==> config.mk <==
export PLATFORM = sky130hd
export DESIGN_NAME = npc_bp_flat
export DESIGN_NICKNAME = d
export VERILOG_FILES = /design/src/rtl/npc_bp_pkg.sv /design/src/rtl/npc_bp_if.sv /design/src/rtl/npc_bp_btb.sv /design/src/rtl/npc_bp.sv /design/src/flat_wrapper.sv
export SDC_FILE = /design/constraint.sdc
export NUM_CORES = 1
export LEC_CHECK = 0
export BUFFER_PORTS_ARGS = -buffer_cell sky130_fd_sc_hd__buf_2
export CORE_MARGIN = 5
export CORE_UTILIZATION = 40
export CTS_CLUSTER_DIAMETER = 150
export CTS_CLUSTER_SIZE = 16
export DETAILED_ROUTE_END_ITERATION = 6
export SYNTH_ARGS = -nofsm -noshare
export SYNTH_HDL_FRONTEND = slang
export SYNTH_SLANG_ARGS = --single-unit
==> constraint.sdc <==
create_clock -name clk -period 10.39 [get_ports clk]
set_input_delay 1.039 -clock clk [delete_from_list [all_inputs] [get_ports clk]]
set_output_delay 1.039 -clock clk [all_outputs]
set_load 0.005 [all_outputs]
==> src/rtl/npc_bp_pkg.sv <==
// Shared configuration, counter constants and BTB entry layout for the npc_bp next-PC unit.
// Optional statistics counters are enabled with the NPC_BP_STATS_EN macro.
package npc_bp_pkg;

  localparam int ADDR_W    = 32;
  localparam int BTB_DEPTH = 16;
  localparam int CTR_W     = 2;
  localparam int IDX_W     = $clog2(BTB_DEPTH);
  localparam int TAG_W     = ADDR_W - IDX_W - 2;

  localparam logic [ADDR_W-1:0] RESET_PC   = 32'h0000_3000;
  localparam logic [CTR_W-1:0]  CTR_MAX    = '1;
  localparam logic [CTR_W-1:0]  CTR_WEAK_T = CTR_W'(1) << (CTR_W - 1);

  typedef struct packed {
    logic              valid;
    logic [TAG_W-1:0]  tag;
    logic [ADDR_W-1:0] tgt;
    logic [CTR_W-1:0]  ctr;
    logic              uncond;
  } btb_entry_t;

  function automatic logic [CTR_W-1:0] ctr_inc(input logic [CTR_W-1:0] c);
    return (c == CTR_MAX) ? c : c + CTR_W'(1);
  endfunction

  function automatic logic [CTR_W-1:0] ctr_dec(input logic [CTR_W-1:0] c);
    return (c == '0) ? c : c - CTR_W'(1);
  endfunction

endpackage

==> src/rtl/npc_bp_if.sv <==
// Fetch-side and resolve-side signals of the npc_bp next-PC unit.
// NPC_BP_STATS_EN adds the stat_resolved / stat_mispred counter outputs.
interface npc_bp_if;
  import npc_bp_pkg::*;

  // res_valid qualifies res_* for exactly one cycle; there is no ready, the unit
  // always accepts a resolve, and res_* are ignored while res_valid is low.
  logic              stall;
  logic [ADDR_W-1:0] pc;
  logic              pred_taken;
  logic [ADDR_W-1:0] pred_target;
  logic              res_valid;
  logic [ADDR_W-1:0] res_pc;
  logic              res_uncond;
  logic              res_taken;
  logic [ADDR_W-1:0] res_target;
  logic              res_pred_taken;
  logic [ADDR_W-1:0] res_pred_target;
  logic              flush;
`ifdef NPC_BP_STATS_EN
  logic [31:0]       stat_resolved;
  logic [31:0]       stat_mispred;

  modport master (
    output stall, res_valid, res_pc, res_uncond, res_taken, res_target,
           res_pred_taken, res_pred_target,
    input  pc, pred_taken, pred_target, flush, stat_resolved, stat_mispred
  );
  modport slave (
    input  stall, res_valid, res_pc, res_uncond, res_taken, res_target,
           res_pred_taken, res_pred_target,
    output pc, pred_taken, pred_target, flush, stat_resolved, stat_mispred
  );
`else
  modport master (
    output stall, res_valid, res_pc, res_uncond, res_taken, res_target,
           res_pred_taken, res_pred_target,
    input  pc, pred_taken, pred_target, flush
  );
  modport slave (
    input  stall, res_valid, res_pc, res_uncond, res_taken, res_target,
           res_pred_taken, res_pred_target,
    output pc, pred_taken, pred_target, flush
  );
`endif

endinterface

==> src/rtl/npc_bp_btb.sv <==
// Direct-mapped branch target buffer: flop array, two async read ports, one sync write port.
// Reset clears only the valid bits; the payload fields are don't-care while invalid.
module npc_bp_btb
  import npc_bp_pkg::*;
(
  input  logic             clk,
  input  logic             rst,
  input  logic [IDX_W-1:0] rd_idx_a,
  output btb_entry_t       rd_entry_a,
  input  logic [IDX_W-1:0] rd_idx_b,
  output btb_entry_t       rd_entry_b,
  input  logic             we,
  input  logic [IDX_W-1:0] wr_idx,
  input  btb_entry_t       wr_entry
);

  btb_entry_t mem [BTB_DEPTH];

  assign rd_entry_a = mem[rd_idx_a];
  assign rd_entry_b = mem[rd_idx_b];

  always_ff @(posedge clk) begin
    if (rst) begin
      for (int i = 0; i < BTB_DEPTH; i++) mem[i].valid <= 1'b0;
    end else if (we) begin
      mem[wr_idx] <= wr_entry;
    end
  end

endmodule

==> src/rtl/npc_bp.sv <==
// Next-PC unit: fetch PC register, BTB-based prediction and mispredict repair.
// Defining NPC_BP_STATS_EN adds resolved/mispredict event counters.
module npc_bp
  import npc_bp_pkg::*;
(
  input  logic     clk,
  input  logic     rst,
  npc_bp_if.slave  bus
);

  logic [ADDR_W-1:0] pc_q;
  logic [ADDR_W-1:0] pc_d;
  logic [IDX_W-1:0]  fetch_idx;
  logic [TAG_W-1:0]  fetch_tag;
  logic [IDX_W-1:0]  res_idx;
  logic [TAG_W-1:0]  res_tag;
  btb_entry_t        fetch_e;
  btb_entry_t        res_e;
  btb_entry_t        wr_e;
  logic              fetch_hit;
  logic              res_hit;
  logic              pred_taken_c;
  logic [ADDR_W-1:0] pred_target_c;
  logic              mis;
  logic              we;

  assign fetch_idx = pc_q[IDX_W+1:2];
  assign fetch_tag = pc_q[ADDR_W-1:IDX_W+2];
  assign res_idx   = bus.res_pc[IDX_W+1:2];
  assign res_tag   = bus.res_pc[ADDR_W-1:IDX_W+2];

  npc_bp_btb u_btb (
    .clk        (clk),
    .rst        (rst),
    .rd_idx_a   (fetch_idx),
    .rd_entry_a (fetch_e),
    .rd_idx_b   (res_idx),
    .rd_entry_b (res_e),
    .we         (we),
    .wr_idx     (res_idx),
    .wr_entry   (wr_e)
  );

  assign fetch_hit     = fetch_e.valid && (fetch_e.tag == fetch_tag);
  assign res_hit       = res_e.valid && (res_e.tag == res_tag);
  assign pred_taken_c  = fetch_hit && (fetch_e.uncond || fetch_e.ctr[CTR_W-1]);
  assign pred_target_c = fetch_hit ? fetch_e.tgt : '0;

  // A correct not-taken prediction ignores the target; a taken one must match it.
  assign mis = bus.res_valid &&
               ((bus.res_taken != bus.res_pred_taken) ||
                (bus.res_taken && (bus.res_target != bus.res_pred_target)));

  assign bus.pc          = pc_q;
  assign bus.pred_taken  = pred_taken_c && !rst;
  assign bus.pred_target = rst ? '0 : pred_target_c;
  assign bus.flush       = mis && !rst;

  always_comb begin
    pc_d = pc_q + ADDR_W'(4);
    if (mis)                pc_d = bus.res_taken ? bus.res_target : bus.res_pc + ADDR_W'(4);
    else if (bus.stall)     pc_d = pc_q;
    else if (pred_taken_c)  pc_d = pred_target_c;
  end

  always_ff @(posedge clk) begin
    if (rst) pc_q <= RESET_PC;
    else     pc_q <= pc_d;
  end

  // Not-taken resolves never allocate; they only weaken an existing entry.
  always_comb begin
    we   = 1'b0;
    wr_e = res_e;
    if (bus.res_valid) begin
      if (bus.res_taken) begin
        we = 1'b1;
        if (res_hit) begin
          wr_e.tgt = bus.res_target;
          wr_e.ctr = ctr_inc(res_e.ctr);
        end else begin
          wr_e.valid  = 1'b1;
          wr_e.tag    = res_tag;
          wr_e.tgt    = bus.res_target;
          wr_e.uncond = bus.res_uncond;
          wr_e.ctr    = bus.res_uncond ? CTR_MAX : CTR_WEAK_T;
        end
      end else if (res_hit) begin
        we       = 1'b1;
        wr_e.ctr = ctr_dec(res_e.ctr);
      end
    end
  end

`ifdef NPC_BP_STATS_EN
  logic [31:0] resolved_q;
  logic [31:0] mispred_q;

  always_ff @(posedge clk) begin
    if (rst) begin
      resolved_q <= '0;
      mispred_q  <= '0;
    end else begin
      if (bus.res_valid) resolved_q <= resolved_q + 32'd1;
      if (mis)           mispred_q  <= mispred_q + 32'd1;
    end
  end

  assign bus.stat_resolved = resolved_q;
  assign bus.stat_mispred  = mispred_q;
`endif

endmodule

==> src/flat_wrapper.sv <==
// flat-port wrapper written by rule: the top's interface ports become plain ports
module npc_bp_flat import npc_bp_pkg::*;
  (clk, rst, bus_stall, bus_res_valid, bus_res_pc, bus_res_uncond, bus_res_taken, bus_res_target, bus_res_pred_taken, bus_res_pred_target, bus_pc, bus_pred_taken, bus_pred_target, bus_flush);
  npc_bp_if bus_i ();
  input  logic clk;
  input  logic rst;
  input wire logic [$bits(bus_i.stall)-1:0] bus_stall;
  input wire logic [$bits(bus_i.res_valid)-1:0] bus_res_valid;
  input wire logic [$bits(bus_i.res_pc)-1:0] bus_res_pc;
  input wire logic [$bits(bus_i.res_uncond)-1:0] bus_res_uncond;
  input wire logic [$bits(bus_i.res_taken)-1:0] bus_res_taken;
  input wire logic [$bits(bus_i.res_target)-1:0] bus_res_target;
  input wire logic [$bits(bus_i.res_pred_taken)-1:0] bus_res_pred_taken;
  input wire logic [$bits(bus_i.res_pred_target)-1:0] bus_res_pred_target;
  output wire logic [$bits(bus_i.pc)-1:0] bus_pc;
  output wire logic [$bits(bus_i.pred_taken)-1:0] bus_pred_taken;
  output wire logic [$bits(bus_i.pred_target)-1:0] bus_pred_target;
  output wire logic [$bits(bus_i.flush)-1:0] bus_flush;
  assign bus_i.stall = bus_stall;
  assign bus_i.res_valid = bus_res_valid;
  assign bus_i.res_pc = bus_res_pc;
  assign bus_i.res_uncond = bus_res_uncond;
  assign bus_i.res_taken = bus_res_taken;
  assign bus_i.res_target = bus_res_target;
  assign bus_i.res_pred_taken = bus_res_pred_taken;
  assign bus_i.res_pred_target = bus_res_pred_target;
  assign bus_pc = bus_i.pc;
  assign bus_pred_taken = bus_i.pred_taken;
  assign bus_pred_target = bus_i.pred_target;
  assign bus_flush = bus_i.flush;
  npc_bp u_core (.clk(clk), .rst(rst), .bus(bus_i));
endmodule
### After elaboration in Yosys (flattened, before gate mapping)

Memory sizes are Yosys's and may differ from the RTL's. A register that Yosys moved wholly into a read port is not among the register bits.
Index checks and enable logic that the tools add are counted.

| storage, ports and cells | value |
|---|---|
| memories kept | 1 |
| ROM bits | 0 |
| latch bits | 0 |
| bits in registers | 32 |
| output and inout port bits | 66 |
| RAM bits | 992 |

Memories:

| name | depth | width | rd ports | clocked after Yosys merged registers in | wr ports | line | text |
|---|---|---|---|---|---|---|---|
| u_core.u_btb.mem | 16 | 62 | 2 | 1 | 16 | npc_bp_btb.sv:17 | `btb_entry_t mem [BTB_DEPTH];` |

| cells by class | value |
|---|---|
| add/subtract/negate cells | 4 |
| shift operators | 0 |
| $lt $le $gt $ge | 0 |
| reductions and logical operators | 12 |
| equal/unequal tests | 6 |
| bitwise operators | 0 |
| multiplexer cells | 30 |
| $mul | 0 |
| divide/modulo/power cells | 0 |

Operators by type and width:

| operator | number |
|---|---|
| 32-bit 2-to-1 mux | 6 |
| 62-bit 2-to-1 mux | 2 |
| 32-bit by 3-bit adder with 32-bit output (second input constant) | 2 |
| 62-bit OR reduction | 1 |
| 59-bit 2-to-1 mux | 1 |
| 26-bit == test | 2 |
| 32-bit inequality test | 1 |
| 27-bit 2-to-1 mux | 1 |
| 2-bit 2-to-1 mux | 6 |
| 4-bit 2-to-1 mux | 3 |
| 1-bit 2-to-1 mux | 11 |
| 1-bit logical AND | 7 |
| 2-bit by 1-bit adder with 2-bit output (second input constant) | 1 |
| 2-bit == test (second input constant) | 1 |
| 2-bit logical NOT | 1 |
| 1-bit logical OR | 2 |
| 2-bit by 1-bit inequality test with 1-bit output (second input constant) | 1 |
| 2-bit by 1-bit subtractor with 2-bit output (second input constant) | 1 |
| 1-bit logical NOT | 1 |
| 1-bit inequality test | 1 |

### Longest topological paths before layout

Gate-level depths: netlist of run 1.
An unclocked memory read counts as a cell.

| logic depth | value |
|---|---|
| word-level depth | 11 |
| mapped depth | 15 |

### Cells and area by module

From an unflattened synthesis of run 1, not the netlist that was laid out.

| unflattened totals | value |
|---|---|
| cell total of the unflattened synthesis | 2771 |
| area total of the unflattened synthesis | 49540.0 um^2 |

By module, submodules not included:

| module | times used | seq. area each (um^2) | cells each | area each (um^2) |
|---|---|---|---|---|
| npc_bp_btb | 1 | 29788.6 | 2092 | 44508.9 |
| npc_bp | 1 | 640.6 | 679 | 5031.1 |

### Worst setup path before layout of run 1

Ideal clock, no wire load.

| timing path | value |
|---|---|
| path type | in2reg |
| start point | input port bus_res_pc[2] |
| end point | memory u_core.u_btb.mem[12][0] (netlist bit) (enable) |
| arrival time | 6.420 ns |
| stages on the path | 14 |
| required time | 9.910 ns |
| setup slack | 3.490 ns |
| path through | clkbuf_1 -> buf_4 -> buf_2 -> mux4_2 -> mux4_2 -> xnor2_1 -> nand3_1 -> nor3_2 -> nand2_1 -> nand2_1 -> buf_4 -> nand2_1 -> buf_2 -> nor2_1 |

RTL lines:

| what | line | text |
|---|---|---|
| start, declared | flat_wrapper.sv:9 | `input wire logic [$bits(bus_i.res_pc)-1:0] bus_res_pc;` |
| end, declared | npc_bp_btb.sv:17 |  |

==> results of run 1 <==
==> where the power goes <==
| part | switching, mW | internal [mW] |
|---|---|---|
| clock network | 1.42 | 1.35 |
| registers | 0.0716 | 4.65 |
| logic | 0.705 | 0.489 |
| total | 2.20 | 6.49 |
==> worst min-delay path by stage <==
stage                         to  slack, ps  cells past startpoint
6_report       u_core.bus.pc[19]        630                      2
5_1_grt        u_core.bus.pc[19]        680                      2
4_1_cts        u_core.bus.pc[19]        620                      2
3_5_place_dp   u_core.bus.pc[19]        610                      2
3_3_place_gp   u_core.bus.pc[19]        590                      2
2_1_floorplan   u_core.bus.pc[1]        500                      2
==> layer usage <==
metal,part of all wire [%],vias to the layer above
met1,39,16023
met5,0.029,-
met3,11,342
li1,-,11583
met2,46,1886
met4,3.6,6
==> Yosys cell counts (10+ instances only) <==
master,instances
nor2b_2,22
nor4_1,21
mux2i_1,124
inv_1,20
nand2_1,61
o211ai_1,10
buf_4,10
edfxtp_1,992
nand4_1,21
clkbuf_1,98
and3_1,19
nor3_1,21
xor2_1,55
buf_6,18
nor2b_1,15
a221oi_1,10
nor2_1,97
xnor2_1,70
mux4_2,551
and2_1,19
buf_2,58
a211oi_1,17
mux2_2,66
a22oi_1,15
o21ai_0,15
or3_1,10
a21oi_1,36
o21bai_1,12
a311oi_1,12
dfxtp_1,36
nand3_1,26
buf_1,20
==> per-stage QoR <==
step | setup WS (ps) | cell area, um2 | utilization [%] | hold slack (ps)
after floorplan | 3490 | 50800 | - | 497
after global placement | 2830 | 53400 | 42.4 | 590
after detailed placement | 2800 | 53400 | 42.4 | 611
after CTS | 3470 | 55400 | 44.0 | 623
after global routing | 3180 | 55400 | 44.0 | 675
final | 3520 | 55400 | 44.0 | 626
==> sequential cells by signal, summed over array words and instances, names as in the netlist, named ones only <==
name / flops
u_core.bus.pc: 32
u_core.u_btb.mem: 992
==> cell families after synthesis <==
group / Yosys count / share of synthesized area (%)
fa+ha+maj: 6 / 0.143
mux: 748 / 28.7
buf+inv: 232 / 2.29
simple gates: 375 / 4.04
compound gates: 182 / 2.59
xor+xnor: 126 / 2.19
flops: 1028 / 60.1
==> final cells by class <==
class | count | area (um2) | area share [%]
inverters | 23 | 87.6 | 0.158
clock inverters | 3 | 33.8 | 0.0610
multi-input cells | 1437 | 19300 | 34.7
well taps | 1650 | 2060 | 3.73
repair buffers | 235 | 1420 | 2.57
flip-flops and latches | 1028 | 30500 | 55.1
diodes | 8 | 20.0 | 0.0361
clock buffers | 100 | 2010 | 3.63
==> worst max-delay path: stages <==
cell	delay, ps
buf_8	490
buf_12	540
mux4_2	570
mux4_2	510
xnor2_1	200
nand4_1	270
nor4_2	630
nand2_1	300
nand2_1	390
nand2_1	480
nor2_4	910
buf_4	660
==> metrics.md, run 1 <==
| Metric | Value |
|---|---|
| Worst Setup SP | `bus_res_pc[2]` |
| Vias in the first global route | `30573` |
| Pins Over Slew Limit | `0` |
| Worst setup path endpoint | `u_core.u_btb.mem[6][40]` |
| Num CTS Buffers | `74` |
| Initial DRC count | `4347` |
| DRT antenna net count | `0` |
| EDFF count, synth | `992` |
| Ys flop type | `edfxtp_1` |
| Slew headroom | `between 10% and 20%` |
| Drt pass-1 iters | `6` |
| Share of layout cells above drive strength 1 | `35.4%` |
| Die Ht | `about 370 um` |
| Synth area leaders | `edfxtp_1 59%, mux4_2 24%, mux2i_1 2.4%, mux2_2 1.5%, dfxtp_1 1.4%` |
| CP Class | `input port to flip-flop` |
| Skew-Pair Late Insertion Delay | `670 ps` |
| RSZ-0062 raised after global routing | `no` |
| Measured slew at the worst slew-check pin | `about 1300 ps` |
| H-tree lvl count | `3` |
| NumNets Final | `between 2000 and 3000` |
| Root buf cell | `clkbuf_16` |
| Most common cell after layout, fill and taps aside | `edfxtp_1` |
| Syn Nets | `roughly 2800` |
| DRC Markers | `0` |
| Met3 usage | `under 10%` |
| Tcrit/Tclk final | `66.1%` |
| TritonCTS clock tree | `yes` |
| Gr usage total | `23.8%` |
| Reg2Reg Depth | `10` |
| Row cnt | `130` |
| Syn avg cell area | `18.8 um2` |
| Vias | `29840` |
| CP startpoint kind | `input port` |
| Global routing usage on met1 | `between 30% and 40%` |
| Share of the synthesized area in the top cell type | `roughly 60%` |
| Vias per std cell | `6.65` |
| Top cell type by total area after synthesis | `edfxtp_1` |
| Arrival time at the worst endpoint | `7140 ps` |
| Max Fclk | `146 MHz` |
| Post_cts resized | `0` |
| Placed Cells | `around 4400` |
| Final non-filler cell total | `4484` |
| Hold Crit Start | `u_core.bus.pc[19]` |
| Core ar. | `0.126 mm2` |
| Placer Congestion | `about 0.89` |
| YS warnings | `0` |
| Worst setup EP type | `flip-flop` |
| Grt met2 use | `37.2%` |
| Setup Buffers After CTS | `0` |
| Hold buffer count at cts | `0` |
| Initial antenna violation count | `16` |
| IO buf count | `168` |
| Filler cell count | `about 11000` |
| Max-Cap Viols | `0` |
| Leak | `17.1 nW` |
| Endpoints failing setup | `0` |
| WL final | `164 mm` |
| Post-synthesis sequential area ratio | `60.1%` |
| Setup TNS | `0 ps` |
| CTS clk-pin slew, worst paths | `80 ps` |
| # IOs | `between 150 and 200` |
| Worst R2R End | `u_core.u_btb.mem[6][40]` |
| Critical Path Fanout Max | `71` |
| Synthesized flop and latch total | `1028` |
| Busiest grt layer | `met2` |
| Starting Density | `40.3%` |
| Global-route wire length before repair | `229 mm` |
| Most frequent cells in the layout | `992 x edfxtp_1, 551 x mux4_2, 164 x buf_2` |
| Worst Path Required | `around 11000 ps` |
| Final Skew | `33.5 ps` |
| Final-report hold violation count | `0` |
| Clk buf depth | `3` |
| Average wire per standard cell | `~36 um` |
| Worst VDD drop | `0.000106 V` |
| R2r setup slk | `roughly 4500 ps` |
| Total grt overflow | `0` |
| Fin crit period | `6870 ps` |
| RR Startpoint | `u_core.u_btb.mem[15][43]` |
| Largest net degree at the start of global routing | `89` |
| Die area | `0.134 mm2` |
| Hold/Removal Path Class | `flip-flop to flip-flop` |
| Die Wd | `around 370 um` |
| Detail Placement HPWL | `105 mm` |
| P&R area growth vs syn | `9.10%` |
| Post-Synthesis Cells | `2697` |
| Clk sinks | `1028` |
| Total power | `8.69 mW` |
| Status | `finished, final reports clean` |
| Cell Pwr Density | `157 mW/mm2` |
| Post-Syn Area | `0.0508 mm2` |
| Synth cell types | `84` |
| Synth async-reset ratio | `0%` |
(Power assumes the default switching activity.)
==> run 2: changes to the inputs <==
==> constraint.sdc (replaced) <==
create_clock -name clk -period 5.97 [get_ports clk]
set_input_delay 0.597 -clock clk [delete_from_list [all_inputs] [get_ports clk]]
set_output_delay 0.597 -clock clk [all_outputs]
set_load 0.005 [all_outputs]
==> metrics.md, run 2 (synthesis results as in run 1) <==
| Metric | Value |
|---|---|
| Global-route wire length before repair | `230 mm` |
| Hold buffer count at cts | `0` |
| Cell Pwr Density | `around 270 mW/mm2` |
| Final non-filler cell total | `4529` |
| Arrival time at the worst endpoint | `5060 ps` |
| Final Skew | `33.2 ps` |
| CP Class | `flip-flop to output pin` |
| P_int | `11.3 mW` |
| Gr usage total | `a little under a quarter` |
| Initial antenna violation count | `17` |
| DRT antenna net count | `0` |
| IO buf count | `168` |
| Area of the multi-input gates | `0.0193 mm2` |
| Num CTS Buffers | `74` |
| Max reg flops | `992` |
| Setup Buffers After CTS | `0` |
| Pins Over Slew Limit | `0` |
| Critical Path Fanout Max | `36` |
| Root buf cell | `clkbuf_16` |
| Fin crit period | `5660 ps` |
| Register area | `0.0305 mm2` |
| Skew-Pair Late Insertion Delay | `approximately 700 ps` |
| Most common cell after layout, fill and taps aside | `edfxtp_1` |
| Die area | `0.134 mm2` |
| Slew headroom | `between 20% and 30%` |
| Clk sinks | `1028` |
| Failing checks | `DRC` |
| P&R area growth vs syn | `10.5%` |
| Setup TNS | `0 ps` |
| Most frequent cells in the layout | `992 x edfxtp_1, 551 x mux4_2, 164 x buf_2` |
| Max layer used | `met5` |
| Tcrit/Tclk final | `94.8%` |
| Largest net degree at the start of global routing | `around 130` |
| CP startpoint kind | `flip-flop` |
| Total grt overflow | `0` |
| Share of layout cells above drive strength 1 | `36.3%` |
| Drt pass-1 iters | `7` |
| Placed Cells | `4411` |
| H-tree lvl count | `3` |
| DRC Markers | `1` |
| Routed wl met2 | `74.9 mm` |
| Worst Path Required | `5370 ps` |
| NumNets Final | `2945` |
| TritonCTS clock tree | `yes` |
| WL final | `163 mm` |
| RSZ-0062 raised after global routing | `no` |
| Worst VDD drop | `0.000196 V` |
| Clk buf depth | `3` |
| Die Ht | `approximately 370 um` |
| Status | `complete, but fails checks` |
| Met3 WL | `19.8 mm` |
| Final-report hold violation count | `0` |
| Largest Register | `u_core.u_btb.mem` |
| Vias | `29840` |
| Worst setup EP type | `output pin` |
| Row cnt | `130` |
| Vias in the first global route | `30516` |
| Max Fclk | `between 150 and 200 MHz` |
| Vias per std cell | `6.59` |
| Detail Placement HPWL | `103 mm` |
| Endpoints failing setup | `0` |
| Comb pwr share | `13.9%` |
| Average wire per standard cell | `36.1 um` |
| Hold/Removal Path Class | `input port to flip-flop` |
| # IOs | `roughly 170` |
| Wl on met1 | `63.3 mm` |
| Clock share of power | `32.0%` |
| Switching power | `approximately 3.9 mW` |
| Starting Density | `about two fifths` |
| Switching share of power | `between 20 and 30%` |
| Placer Congestion | `0.885` |
| Post_cts resized | `0` |
| CTS clk-pin slew, worst paths | `90 ps` |
| Register share of total power | `54.2%` |
| Measured slew at the worst slew-check pin | `1060 ps` |
| Filler cell count | `roughly 11000` |
| Die Wd | `366 um` |
| Core ar. | `0.126 mm2` |
| Initial DRC count | `around 4100` |
| Max-Cap Viols | `0` |
| Leak | `17.4 nW` |
-- run 2: cell count changes in the layout (fill, tap and decap cells not counted), moves of 3 or more --
| cell | previous run | this run |
|---|---|---|
| buf_12 | 4 | 32 |
| buf_4 | 64 | 74 |
| clkbuf_1 | 23 | 29 |
| clkinv_8 | 1 | 5 |
| clkbuf_16 | 77 | 74 |
-- run 2: layout make-up --
cell class | count | area share (%)
Antenna cell | 7 | 0.0312
Sequential cell | 1028 | 54.4
Clock buffer | 103 | 3.49
Clock inverter | 8 | 0.250
Tap cell | 1650 | 3.68
Inverter | 23 | 0.156
Multi-Input combinational cell | 1437 | 34.3
Timing Repair Buffer | 273 | 3.67
-- run 2: critical path, stage by stage (launching register included) --
cell,delay [ps]
dfxtp_4,840
buf_4,460
mux2i_1,160
a22o_1,240
a221oi_1,520
xnor2_1,230
o2111ai_1,170
or3b_2,570
or3b_4,660
nor2b_1,240
buf_2,140
-- run 2: through the flow --
stage | setup WS (ps) | hold WS (ps) | util [%] | area, um2 | power (mW)
2_1_floorplan | -488 | 497 | - | 50800 | 9.70
3_3_place_gp | 743 | 581 | 42.9 | 54000 | 10.4
3_5_place_dp | 690 | 589 | 42.9 | 54000 | 10.5
4_1_cts | 25.7 | 355 | 44.6 | 56100 | 15.2
5_1_grt | 164 | 388 | 44.6 | 56100 | 15.6
6_report | 309 | 398 | 44.6 | 56100 | 15.1
-- run 2: power by group through the flow --
stage          sequential [mW]  combinational (mW)  clock (mW)
2_1_floorplan             8.29                1.41           0
3_3_place_gp              8.36                2.05           0
3_5_place_dp              8.36                2.09           0
4_1_cts                   8.20                2.10        4.94
5_1_grt                   8.21                2.21        5.20
6_report                  8.20                2.10        4.84
-- run 2: per-layer routing --
metal,global-route usage [%],vias to the layer above
met5,0,-
met4,7.58,4
met2,36.5,1937
li1,-,11683
met3,7.42,305
met1,32.9,15911
-- run 2: final timing paths --
path	from	endpoint	slack [ps]	depth (start not counted)
worst max register to register	flip-flop	flip-flop	840	10
worst min register to register	u_core.bus.pc[0]	u_core.bus.pc[0]	600	2
worst max-delay path	flip-flop	bus_pred_target[9]	310	10
worst min-delay path	bus_res_target[17]	u_core.bus.pc[17]	400	3
